## config.mk

```make
export PLATFORM = sky130hd
export DESIGN_NAME = process_seq
export DESIGN_NICKNAME = d
export VERILOG_FILES = /design/src/rtl/process_pkg.sv /design/src/rtl/stage_handshake.sv /design/src/rtl/process_seq.sv
export SDC_FILE = /design/constraint.sdc
export NUM_CORES = 1
export LEC_CHECK = 0
export BUFFER_PORTS_ARGS = -buffer_cell sky130_fd_sc_hd__buf_2
export CAP_MARGIN = 40
export CORE_ASPECT_RATIO = 0.5
export CORE_MARGIN = 5
export CORE_UTILIZATION = 60
export DETAILED_ROUTE_END_ITERATION = 6
export GPL_TIMING_DRIVEN = 0
export HOLD_SLACK_MARGIN = 0.05
export PLACE_DENSITY = 0.79
export SLEW_MARGIN = 20
export SYNTH_ARGS = -nofsm -noshare
export SYNTH_HDL_FRONTEND = slang
export SYNTH_SLANG_ARGS = --single-unit
```

## constraint.sdc

```tcl
create_clock -name clk_in -period 4.8 [get_ports clk_in]
set_input_delay 1.44 -clock clk_in [delete_from_list [all_inputs] [get_ports clk_in]]
set_output_delay 1.44 -clock clk_in [all_outputs]
set_load 0.005 [all_outputs]
```

## src/rtl/process_pkg.sv

```systemverilog
// Shared types and defaults for the compress/decompress sequencer.
package process_pkg;

  typedef enum logic [3:0] {
    S_IDLE, S_ACK, S_RST_M, S_START_M, S_WAIT_M,
    S_RST_I, S_START_I, S_WAIT_I, S_NEXT, S_DONE, S_ERR
  } state_e;

  localparam logic [1:0] MODE_MDCT  = 2'b00;
  localparam logic [1:0] MODE_IMDCT = 2'b01;
  localparam logic [1:0] MODE_BOTH  = 2'b10;

  localparam int DEF_ADDR_W       = 14;
  localparam int DEF_FRM_W        = 8;
  localparam int DEF_NUM_CH       = 2;
  localparam int DEF_FRAME_STRIDE = 256;
  localparam int DEF_RST_CYC      = 4;
  localparam int DEF_TO_W         = 16;

  // Stage slots in the per-stage packed vectors.
  localparam int STG_M   = 0;
  localparam int STG_I   = 1;
  localparam int NUM_STG = 2;

endpackage

```

## src/rtl/stage_handshake.sv

```systemverilog
// Per-stage handshake: reset-hold timing, start pulse, finish edge and watchdog.
module stage_handshake #(
  parameter int RST_CYC = 4,
  parameter int TO_W    = 16
) (
  input  logic clk_in,
  input  logic rst_n,
  input  logic hold_rst,
  input  logic fire,
  input  logic waiting,
  input  logic finish,
  output logic rst_done,
  output logic start,
  output logic rstn,
  output logic fin_rise,
  output logic timeout
);

  localparam int RW = $clog2(RST_CYC) + 1;

  logic [RW-1:0]   rst_cnt;
  logic [TO_W-1:0] to_cnt;
  logic            fin_q;

  always_ff @(posedge clk_in or negedge rst_n) begin
    if (!rst_n) begin
      rst_cnt <= '0;
      to_cnt  <= '0;
      fin_q   <= 1'b0;
    end else begin
      fin_q   <= finish;
      rst_cnt <= hold_rst ? rst_cnt + RW'(1) : '0;
      to_cnt  <= waiting ? to_cnt + TO_W'(1) : '0;
    end
  end

  assign rst_done = hold_rst && (rst_cnt == RW'(RST_CYC - 1));
  assign start    = fire;
  assign rstn     = fire | waiting;
  assign fin_rise = waiting & finish & ~fin_q;
  // Fires in the wait cycle where the counter would reach all-ones.
  assign timeout  = waiting && (to_cnt == {{(TO_W-1){1'b1}}, 1'b0});

endmodule

```

## src/rtl/process_seq.sv

```systemverilog
// Multi-frame, multi-channel sequencer driving the mdct/imdct stages.
module process_seq
  import process_pkg::*;
#(
  parameter int ADDR_W       = DEF_ADDR_W,
  parameter int FRM_W        = DEF_FRM_W,
  parameter int NUM_CH       = DEF_NUM_CH,
  parameter int FRAME_STRIDE = DEF_FRAME_STRIDE,
  parameter int RST_CYC      = DEF_RST_CYC,
  parameter int TO_W         = DEF_TO_W
) (
  input  logic              clk_in,
  input  logic              rst_n,
  input  logic              start_sys,
  input  logic              intr_clr_sys,
  input  logic              abort_sys,
  input  logic [ADDR_W-1:0] start_music_addr,
  input  logic [FRM_W-1:0]  num_frames,
  input  logic [1:0]        mode,
  output logic              start_clr_sys,
  output logic              intr_sys,
  output logic              err_sys,
  output logic              busy,
  output logic [FRM_W-1:0]  frame_idx,
  output logic [2:0]        ch_idx,
  output logic              start_mdct,
  output logic [ADDR_W-1:0] start_music_addr_r,
  input  logic              finish_mdct,
  output logic              rstn_mdct,
  output logic              start_imdct,
  input  logic              finish_imdct,
  output logic              rstn_imdct
);

  state_e state, state_nx;

  logic [ADDR_W-1:0] base_r;
  logic [FRM_W-1:0]  num_r;
  logic [1:0]        mode_r;
  logic [ADDR_W-1:0] chf_off;
  logic              last_ch;

  logic [NUM_STG-1:0] hold, fire, waiting, finish, rst_done, stg_start, stg_rstn, fin_rise, timeout;

  assign hold    = {state == S_RST_I,   state == S_RST_M};
  assign fire    = {state == S_START_I, state == S_START_M};
  assign waiting = {state == S_WAIT_I,  state == S_WAIT_M};
  assign finish  = {finish_imdct, finish_mdct};

  for (genvar g = 0; g < NUM_STG; g++) begin : g_stg
    stage_handshake #(.RST_CYC(RST_CYC), .TO_W(TO_W)) u_hs (
      .clk_in   (clk_in),
      .rst_n    (rst_n),
      .hold_rst (hold[g]),
      .fire     (fire[g]),
      .waiting  (waiting[g]),
      .finish   (finish[g]),
      .rst_done (rst_done[g]),
      .start    (stg_start[g]),
      .rstn     (stg_rstn[g]),
      .fin_rise (fin_rise[g]),
      .timeout  (timeout[g])
    );
  end

  assign start_mdct    = stg_start[STG_M];
  assign start_imdct   = stg_start[STG_I];
  assign rstn_mdct     = stg_rstn[STG_M];
  assign rstn_imdct    = stg_rstn[STG_I];
  assign start_clr_sys = (state == S_ACK);
  assign busy          = !(state inside {S_IDLE, S_DONE, S_ERR});
  assign last_ch       = (ch_idx == 3'(NUM_CH - 1));
  // ROM offset of the current channel-frame; wraps with the address width.
  assign chf_off = ADDR_W'((32'(frame_idx) * 32'(NUM_CH) + 32'(ch_idx)) * 32'(FRAME_STRIDE));

  always_comb begin
    state_nx = state;
    unique case (state)
      S_IDLE:    if (start_sys) state_nx = S_ACK;
      S_ACK: begin
        if (!(mode inside {MODE_MDCT, MODE_IMDCT, MODE_BOTH})) state_nx = S_ERR;
        else if (num_frames == '0)                             state_nx = S_DONE;
        else if (mode == MODE_IMDCT)                           state_nx = S_RST_I;
        else                                                   state_nx = S_RST_M;
      end
      S_RST_M:   if (rst_done[STG_M]) state_nx = S_START_M;
      S_START_M: state_nx = S_WAIT_M;
      S_WAIT_M: begin
        if (timeout[STG_M])       state_nx = S_ERR;
        else if (fin_rise[STG_M]) state_nx = (mode_r == MODE_BOTH) ? S_RST_I : S_NEXT;
      end
      S_RST_I:   if (rst_done[STG_I]) state_nx = S_START_I;
      S_START_I: state_nx = S_WAIT_I;
      S_WAIT_I: begin
        if (timeout[STG_I])       state_nx = S_ERR;
        else if (fin_rise[STG_I]) state_nx = S_NEXT;
      end
      S_NEXT: begin
        if (last_ch && frame_idx == num_r - FRM_W'(1)) state_nx = S_DONE;
        else state_nx = (mode_r == MODE_IMDCT) ? S_RST_I : S_RST_M;
      end
      S_DONE, S_ERR: if (intr_clr_sys) state_nx = S_IDLE;
      default:   state_nx = S_IDLE;
    endcase
    if (abort_sys && busy) state_nx = S_IDLE;
  end

  always_ff @(posedge clk_in or negedge rst_n) begin
    if (!rst_n) begin
      state              <= S_IDLE;
      base_r             <= '0;
      num_r              <= '0;
      mode_r             <= '0;
      frame_idx          <= '0;
      ch_idx             <= '0;
      start_music_addr_r <= '0;
      intr_sys           <= 1'b0;
      err_sys            <= 1'b0;
    end else begin
      state <= state_nx;
      // Flags follow the terminal states, so an entry always beats a same-cycle clear.
      intr_sys <= (state_nx inside {S_DONE, S_ERR});
      err_sys  <= (state_nx == S_ERR);
      if (state == S_ACK) begin
        base_r    <= start_music_addr;
        num_r     <= num_frames;
        mode_r    <= mode;
        frame_idx <= '0;
        ch_idx    <= '0;
      end
      if (state == S_NEXT) begin
        if (last_ch) begin
          ch_idx    <= '0;
          frame_idx <= frame_idx + FRM_W'(1);
        end else begin
          ch_idx <= ch_idx + 3'd1;
        end
      end
      if (|hold) start_music_addr_r <= base_r + chf_off;
    end
  end

endmodule

```

==> flow_summary.toml, run 1 <==
[run_status]
outcome = "completed"

[pwr]
pwr-share-clk_pct = 30.3
intPower_w = 0.001975
peakVddDrop_mv = 0.2884
p_sw_w = 0.0009618
swShare_pct = 32.75
power.density_mw_per_mm2 = 507.0
pwr-share-seq_pct = 38.4
share_comb_of_total_power_pct = 31.3
p_leak_nw = 2.721

[die]
rows = 23
dieArea_mm2 = 0.01022
die_w_um = 138.1
io_pins = 64
die_height_um = 74.03
start_util_pct = 61.50
core_mm2 = 0.008000

[detailed_routing]
drtIter0Drc = 257
drc = 0
firstDrtPassIters = 4
wl_per_cell_um = 15.23
viasPerCell = 5.581
drt.antenna.violating_nets = 0
totalWireLength_um = 10790
vias = 3951

[clock_tree]
cts_tree = "built"
holdBufCountCts = 0
cts.sinks = 95
cts_resized = 0
insertion_delay_ns = 0.35
ctsRootBufferMaster = "clkbuf_16"
numCtsBuffers = 9
clockBufferDepth = 2
cts_setup_buffers = 0
cts.reportedPaths.clkPinSlew_ns = 0.07
htree_levels = 3

[timing]
period_share_pct = 81.15
final_hold_viol_count = 0
setup-violations-final = 0
fmax_mhz = 256.7
max_slew_margin_pct = 47.50
tightestPinTransition_ns = 0.7765
min_period_ns = 3.895
finClkSkew_ns = 0.007556
finalSetupTns_ns = 0
grt_setup_unrepaired = "no"
maxSlewViolCount = 0

[synth]
syn_area_per_cell_um2 = 9.553
ys_async_sr_fraction_pct = 100.0
yosysSeqAreaShare_pct = 48.32
synth_edf_count = 0
synth_ff_type = "dfrtp_1"
ys_warn_count = 0
synth-seq-cells = 95
netlist_instances = 515
syn_area_mm2 = 0.004920
syn_nets = 565
synth_cell_types = 62

[layout]
final_cell_mix = "nand2_1 (99), dfrtp_1 (95), buf_2 (64)"
syn2layout_area_growth_pct = 17.75
n_antenna_cell = 0
postLayoutCoreUtil_pct = 72.41
final_common_cell = "nand2_1"
fin_nets = 641
final_layout_size_suffix_gt1_share_pct = 17.62

[global_routing]
grt_pass1_wl_um = 18640
grt_start_max_net_pins = 81
grt.overflow.total = 0
antenna_found_initial = 0
grt_usage_pct = 22.69
grt_pass1_vias = 3956

[setup_path]
critPathKind = "flip-flop to primary output"
cp-end-kind = "primary output"
start_kind = "flip-flop"
crit_arrival_ns = 2.46
worstPathRequired_ns = 3.36
path_max_fanout = 10

[run]
cap_violations = 0

[worst_hold_path]
hold_path.class = "flip-flop to flip-flop"

[place]
routabilityCongestion = 0.8289
dp_hpwl_um = 7748
portBuffers = 63
-- cell families after synthesis --
family,count (synthesis),share of synthesized area (%)
simple gates,239,23.50
flops,95,48.32
compound gates,74,9.690
xor+xnor,43,7.655
buf+inv,31,2.569
fa+ha+maj,19,5.137
mux,14,3.128
-- cell usage after synthesis, types with 2 or more instances --
master | number | area, µm²
nand2_1 | 99 | 371.6
dfrtp_1 | 95 | 2377
nor2_1 | 45 | 168.9
xor2_1 | 26 | 227.7
o21ai_0 | 23 | 115.1
a21oi_1 | 18 | 90.09
clkbuf_1 | 17 | 63.81
ha_1 | 17 | 212.7
xnor2_1 | 17 | 148.9
nand3_1 | 14 | 70.07
nand4_1 | 12 | 75.07
or3_1 | 12 | 75.07
mux2_2 | 11 | 123.9
nor3_1 | 11 | 55.05
inv_1 | 8 | 30.03
nand2b_1 | 6 | 37.54
nor2b_1 | 6 | 37.54
and3_1 | 5 | 31.28
a21o_1 | 4 | 30.03
and4_1 | 4 | 35.03
and2_1 | 3 | 18.77
mux2i_1 | 3 | 30.03
nand3b_1 | 3 | 22.52
o21bai_1 | 3 | 22.52
or4_1 | 3 | 22.52
a211oi_1 | 2 | 15.01
a22oi_1 | 2 | 15.01
a31oi_1 | 2 | 12.51
buf_1 | 2 | 7.510
buf_2 | 2 | 10.01
fa_1 | 2 | 40.04
nor3b_1 | 2 | 15.01
nor4_1 | 2 | 12.51
o2111ai_1 | 2 | 17.52
o22a_1 | 2 | 17.52
o31a_1 | 2 | 17.52
o31ai_1 | 2 | 15.01
or2_2 | 2 | 12.51
-- metal layers --
metal / vias up / GRT usage (%) / wire length (µm)
met3: 15 / 5.845 / 504
met5: - / 0 / 0
met4: 0 / 5.586 / 128
met1: 1913 / 28.65 / 4865
met2: 90 / 40.33 / 5287
li1: 1933 / - / -
-- path summary, 6_finish.rpt --
| check | start | endpoint | slack, ns | cells after the start |
|---|---|---|---|---|
| min in group asynchronous | rst_n | g_stg[1].u_hs.to_cnt[4]$_DFF_PN0_ | 0.92 | 1 |
| max | state[0]$_DFF_PN0_ | start_clr_sys | 0.90 | 6 |
| max in group asynchronous | rst_n | num_r[2]$_DFFE_PN0P_ | 3.26 | 2 |
| max reg2reg | state[1]$_DFF_PN0_ | intr_sys$_DFF_PN0_ | 2.34 | 8 |
| min | g_stg[1].u_hs.rst_cnt[0]$_DFF_PN0_ | g_stg[1].u_hs.rst_cnt[0]$_DFF_PN0_ | 0.44 | 1 |
| min reg2reg | g_stg[1].u_hs.rst_cnt[0]$_DFF_PN0_ | g_stg[1].u_hs.rst_cnt[0]$_DFF_PN0_ | 0.44 | 1 |
-- metrics by stage --
| step | hold WS (ns) | setup slack [ns] | std cells | total power, W | cell area (µm²) |
|---|---|---|---|---|---|
| after floorplan | 0.4080 | 1.868 | 515 | 0.001757 | 4920 |
| after detailed placement | 0.4249 | 1.324 | 692 | 0.002058 | 5416 |
| final | 0.4372 | 0.9047 | 708 | 0.002937 | 5793 |
| after CTS | 0.4375 | 0.9400 | 708 | 0.002954 | 5793 |
| after global routing | 0.4564 | 0.7035 | 708 | 0.003122 | 5793 |
| after global placement | 0.4227 | 1.351 | 690 | 0.002008 | 5375 |
-- registers in the layout (all words and copies together), names as in the netlist, 2 cells and up --
register,flops
start_music_addr_r,14
num_r,8
base_r,14
g_stg.u_hs.fin_q,2
g_stg.u_hs.to_cnt,32
frame_idx,8
state,4
mode_r,2
g_stg.u_hs.rst_cnt,6
ch_idx,3
-- layout make-up --
| type | instances | area (µm²) |
|---|---|---|
| inverter | 9 | 33.78 |
| clock buffer | 10 | 239.0 |
| buffer | 22 | 92.59 |
| timing repair buffer | 65 | 356.6 |
| tap | 112 | 140.1 |
| multi-input combinational | 389 | 2416 |
| fill | 607 | 2207 |
| clock inverter | 6 | 137.6 |
| sequential | 95 | 2377 |
-- critical path, cell delays in order, from the launching register on --
cell	delay, ns
dfrtp_1	0.32
clkbuf_1	0.28
nor2b_1	0.30
nand2_1	0.32
inv_2	0.25
clkbuf_1	0.43
buf_2	0.21
-- power groups by stage --
stage / Combinational, W / Sequential (W) / Clock [W]
after floorplan: 0.000642 / 0.00112 / 0
after global placement: 0.000878 / 0.00113 / 0
after detailed placement: 0.000918 / 0.00114 / 0
after CTS: 0.000928 / 0.00113 / 0.000899
after global routing: 0.00104 / 0.00115 / 0.000932
final: 0.000919 / 0.00113 / 0.000890
(Power assumes the default switching activity.)
==> run 2: changes to the inputs <==
--- a/config.mk
+++ b/config.mk
@@ -9,11 +9,11 @@
 export CAP_MARGIN = 40
 export CORE_ASPECT_RATIO = 0.5
 export CORE_MARGIN = 5
-export CORE_UTILIZATION = 60
+export CORE_UTILIZATION = 52
 export DETAILED_ROUTE_END_ITERATION = 6
 export GPL_TIMING_DRIVEN = 0
 export HOLD_SLACK_MARGIN = 0.05
-export PLACE_DENSITY = 0.79
+export PLACE_DENSITY = 0.73
 export SLEW_MARGIN = 20
 export SYNTH_ARGS = -nofsm -noshare
 export SYNTH_HDL_FRONTEND = slang
==> constraint.sdc (replaced) <==
create_clock -name clk_in -period 3.3 [get_ports clk_in]
set_input_delay 0.99 -clock clk_in [delete_from_list [all_inputs] [get_ports clk_in]]
set_output_delay 0.99 -clock clk_in [all_outputs]
set_load 0.005 [all_outputs]
==> flow_summary.toml, run 2 (synthesis results as in run 1) <==
[run_status]
outcome = "completed"

[place]
dp_hpwl_um = 7566
portBuffers = 63
routabilityCongestion = 0.8838
placed_area_mm2 = 0.005431

[global_routing]
grt_usage_pct = 19.11
grt_pass1_wl_um = 17920
antenna_found_initial = 0
grt_pass1_vias = 3845
grt.overflow.total = 0
grt_start_max_net_pins = 49

[clock_tree]
cts.reportedPaths.clkPinSlew_ns = 0.07
ctsRootBufferMaster = "clkbuf_16"
cts_resized = 0
cts_setup_buffers = 0
clockBufferDepth = 2
cts.sinks = 95
cts_tree = "built"
htree_levels = 3
numCtsBuffers = 9
insertion_delay_ns = 0.35
holdBufCountCts = 0

[layout]
largestRegisters = "g_stg.u_hs.to_cnt x32, base_r x14, start_music_addr_r x14"
syn2layout_area_growth_pct = 16.84
largest_register = "g_stg.u_hs.to_cnt"
final_common_cell = "nand2_1"
n_antenna_cell = 0
largest_reg_flops = 32
final_layout_size_suffix_gt1_share_pct = 17.62
n_fill_cell = 783
final_cell_mix = "nand2_1 (99), dfrtp_1 (95), buf_2 (64)"
fin_nets = 641
fin_area_mm2 = 0.005748

[detailed_routing]
drc = 0
firstDrtPassIters = 5
drtIter0Drc = 195
wl_per_cell_um = 14.48
vias = 3911
viasPerCell = 5.455
totalWireLength_um = 10380
wl_met1_um = 4784
wl_met2_um = 4833
topRoutingLayerUsed = "met4"
wl_met3_um = 582
drt.antenna.violating_nets = 0

[die]
start_util_pct = 52.78
dieArea_mm2 = 0.01162
die_w_um = 147.6
core_mm2 = 0.009321
io_pins = 64
rows = 25
die_height_um = 78.78

[pwr]
peakVddDrop_mv = 0.4337
p_leak_nw = 2.693
power.density_mw_per_mm2 = 708.4

[setup_path]
start_kind = "flip-flop"
cp_slowest_cell = "inv_2"
critPathKind = "flip-flop to primary output"
path_max_fanout = 16
slowest_delay_ns = 0.35
cp_top_family = "buffers and inverters"
crit_buf_inv = 3
worstPathRequired_ns = 2.31
path_cells = "clkbuf_1 -> nor2b_1 -> nand2_1 -> inv_2 -> buf_2"
cp-end-kind = "primary output"
crit_arrival_ns = 2.07

[timing]
grt_setup_unrepaired = "no"
maxSlewViolCount = 0
final_hold_viol_count = 0
finalSetupTns_ns = 0
fmax_mhz = 326.3
tightestPinTransition_ns = 0.7236
setup-violations-final = 0
max_slew_margin_pct = 51.08
period_share_pct = 92.87
finClkSkew_ns = 0.008364
min_period_ns = 3.065

[run]
cap_violations = 0

[worst_hold_path]
hold_path.class = "flip-flop to flip-flop"
[run 2: cell count changes in the layout (fill, tap and decap cells not counted), sizes merged]
cell / previous run / this run
buf: 70 / 71
bufinv: 4 / 2
clkbuf: 27 / 25
clkinv: 0 / 3
clkinvlp: 0 / 1
inv: 11 / 10
[run 2: final cells by class]
class	instances	area (µm²)	area share (%)
plain buffers	21	88.84	1.545
clock buffers	9	225.2	3.918
inverters	9	33.78	0.5877
multi-input cells	389	2416	42.03
clock inverters	7	95.09	1.654
repair buffers	66	360.3	6.269
well taps	121	151.4	2.634
flip-flops and latches	95	2377	41.36
[run 2: path summary, 6_finish.rpt]
| check | start | cells past startpoint | end | slack, ns |
|---|---|---|---|---|
| max | state[0]$_DFF_PN0_ | 5 | start_clr_sys | 0.24 |
| min reg2reg | g_stg[0].u_hs.rst_cnt[0]$_DFF_PN0_ | 1 | g_stg[0].u_hs.rst_cnt[0]$_DFF_PN0_ | 0.44 |
| min in group asynchronous | rst_n | 1 | start_music_addr_r[3]$_DFFE_PN0P_ | 0.57 |
| min | g_stg[0].u_hs.rst_cnt[0]$_DFF_PN0_ | 1 | g_stg[0].u_hs.rst_cnt[0]$_DFF_PN0_ | 0.44 |
| max reg2reg | state[1]$_DFF_PN0_ | 8 | intr_sys$_DFF_PN0_ | 0.81 |
| max in group asynchronous | rst_n | 2 | g_stg[1].u_hs.to_cnt[8]$_DFF_PN0_ | 2.13 |
[run 2: power breakdown]
group,total [W],internal (W),switching (W)
logic,0.00132,0.000592,0.000728
clock network,0.00111,0.000665,0.000447
registers,0.00164,0.00143,0.000206
total,0.00407,0.00269,0.00138
[run 2: stage by stage]
step	util, %	instances	setup WS (ns)	power [W]	hold WS, ns
global placement	57.79	699	0.2707	0.002934	0.4209
detailed placement	58.27	702	0.2729	0.002988	0.4268
floorplan	-	515	0.8184	0.002555	0.4080
CTS	61.66	717	0.2410	0.004107	0.4388
finish	61.66	717	0.2354	0.004072	0.4363
global route	61.66	717	0.005849	0.004344	0.4588
[run 2: routing by layer]
layer  track usage, %  vias up
met5                0        -
met4            5.669        0
met3            5.530       15
met2            31.66       85
met1            24.62     1875
li1                 -     1936
==> run 3: changes to the inputs <==
--- a/config.mk
+++ b/config.mk
@@ -11,7 +11,6 @@
 export CORE_MARGIN = 5
 export CORE_UTILIZATION = 52
 export DETAILED_ROUTE_END_ITERATION = 6
-export GPL_TIMING_DRIVEN = 0
 export HOLD_SLACK_MARGIN = 0.05
 export PLACE_DENSITY = 0.73
 export SLEW_MARGIN = 20
==> flow_summary.toml, run 3 (synthesis results as in run 1) <==
[run_status]
outcome = "completed"

[pwr]
power.density_mw_per_mm2 = 711.0
pwr-share-seq_pct = 42.2
peakVddDrop_mv = 0.3896
share_comb_of_total_power_pct = 30.5
p_leak_nw = 2.673
power.total_w = 0.004029
intPower_w = 0.002688
p_sw_w = 0.001342
pwr-share-clk_pct = 27.3
swShare_pct = 33.30

[global_routing]
grt_pass1_vias = 3743
grt.overflow.total = 0
antenna_found_initial = 0
grt_usage_pct = 19.27
grt_pass1_wl_um = 18200
grt_start_max_net_pins = 52

[layout]
largestRegisters = "g_stg.u_hs.to_cnt x32, base_r x14, start_music_addr_r x14"
largest_register = "g_stg.u_hs.to_cnt"
syn2layout_area_growth_pct = 15.18
final_common_cell = "nand2_1"
n_antenna_cell = 0
final_cell_mix = "nand2_1 (99), dfrtp_1 (95), buf_2 (62)"
fin_nets = 623
largest_reg_flops = 32
final_layout_size_suffix_gt1_share_pct = 18.02

[timing]
setup-violations-final = 0
max_slew_margin_pct = 41.46
period_share_pct = 85.96
finalSetupTns_ns = 0
min_period_ns = 2.837
finClkSkew_ns = 0.006521
maxSlewViolCount = 0
fmax_mhz = 352.5
grt_setup_unrepaired = "no"
tightestPinTransition_ns = 0.8658
final_hold_viol_count = 0

[setup_path]
crit_arrival_ns = 1.85
critPathKind = "flip-flop to primary output"
worstPathRequired_ns = 2.31
start_kind = "flip-flop"
path_cells = "nand2b_4 -> nor3_1 -> or2_2 -> buf_2"
cp_slowest_cell = "dfrtp_1"
cp-end-kind = "primary output"
slowest_delay_ns = 0.56
path_max_fanout = 17
r2r_setup_slack_ns = 0.79
cp_top_family = "simple AND/OR/NAND/NOR gates"
crit_buf_inv = 1

[clock_tree]
numCtsBuffers = 9
cts_tree = "built"
holdBufCountCts = 0
insertion_delay_ns = 0.35
ctsRootBufferMaster = "clkbuf_16"
cts.reportedPaths.clkPinSlew_ns = 0.06
cts_setup_buffers = 0
clockBufferDepth = 2
htree_levels = 3
cts_resized = 0
cts.sinks = 95

[worst_hold_path]
hold_path.class = "flip-flop to flip-flop"

[place]
dp_hpwl_um = 7385
routabilityCongestion = 0.7989
portBuffers = 63

[detailed_routing]
drtIter0Drc = 154
drc = 0
drt.antenna.violating_nets = 0
vias = 3778
wl_per_cell_um = 14.95
viasPerCell = 5.413
firstDrtPassIters = 4
totalWireLength_um = 10430

[die]
dieArea_mm2 = 0.01162
die_w_um = 147.6
core_mm2 = 0.009321
die_height_um = 78.78
rows = 25
start_util_pct = 52.78
io_pins = 64

[run]
cap_violations = 0
-- run 3: cell count changes in the layout (fill, tap and decap cells not counted), sizes merged --
cell / before / now
clkinv: 3 / 2
inv: 10 / 9
clkinvlp: 1 / 0
buf: 71 / 69
clkbuf: 25 / 11
-- run 3: through the flow --
stage                     hold WS (ns)  utilization, %  instances  instance area [µm²]  setup WS (ns)
after global placement          0.4246           57.44        683                 5354         0.5238
after floorplan                 0.4080               -        515                 4920         0.8184
after CTS                       0.4343           60.79        698                 5667         0.4719
after global routing            0.4519           60.79        698                 5667         0.3854
final                           0.4321           60.79        698                 5667         0.4635
after detailed placement        0.4259           57.44        683                 5354         0.4199
-- run 3: power by group through the flow --
stage / registers (W) / clock network [W] / logic (W)
after global routing: 0.00175 / 0.00118 / 0.00141
after global placement: 0.00171 / 0 / 0.00121
after CTS: 0.00170 / 0.00112 / 0.00125
final: 0.00170 / 0.00110 / 0.00123
after floorplan: 0.00162 / 0 / 0.000933
after detailed placement: 0.00171 / 0 / 0.00124
-- run 3: final cells by class --
| class | instances | area (µm²) |
|---|---|---|
| clock buffers | 11 | 242.7 |
| clock inverters | 4 | 70.07 |
| fillers | 806 | 3655 |
| inverters | 9 | 33.78 |
| multi-input cells | 389 | 2416 |
| flip-flops and latches | 95 | 2377 |
| well taps | 121 | 151.4 |
| repair buffers | 69 | 375.4 |
-- run 3: worst paths after layout --
kind,start,end,depth (start not counted)
min reg2reg,g_stg[0].u_hs.rst_cnt[0]$_DFF_PN0_,g_stg[0].u_hs.rst_cnt[0]$_DFF_PN0_,1
min,g_stg[0].u_hs.rst_cnt[0]$_DFF_PN0_,g_stg[0].u_hs.rst_cnt[0]$_DFF_PN0_,1
min in group asynchronous,rst_n,start_music_addr_r[3]$_DFFE_PN0P_,1
max reg2reg,state[3]$_DFF_PN0_,intr_sys$_DFF_PN0_,6
max in group asynchronous,rst_n,g_stg[1].u_hs.to_cnt[11]$_DFF_PN0_,2
max,state[3]$_DFF_PN0_,rstn_mdct,4
-- run 3: metal layers --
| layer | GRT usage [%] | up-vias | routed length (µm) |
|---|---|---|---|
| met5 | 0 | - | 0 |
| met4 | 5.112 | 0 | 148 |
| met3 | 5.302 | 12 | 390 |
| met2 | 31.38 | 54 | 4924 |
| met1 | 25.70 | 1819 | 4969 |
| li1 | - | 1893 | - |
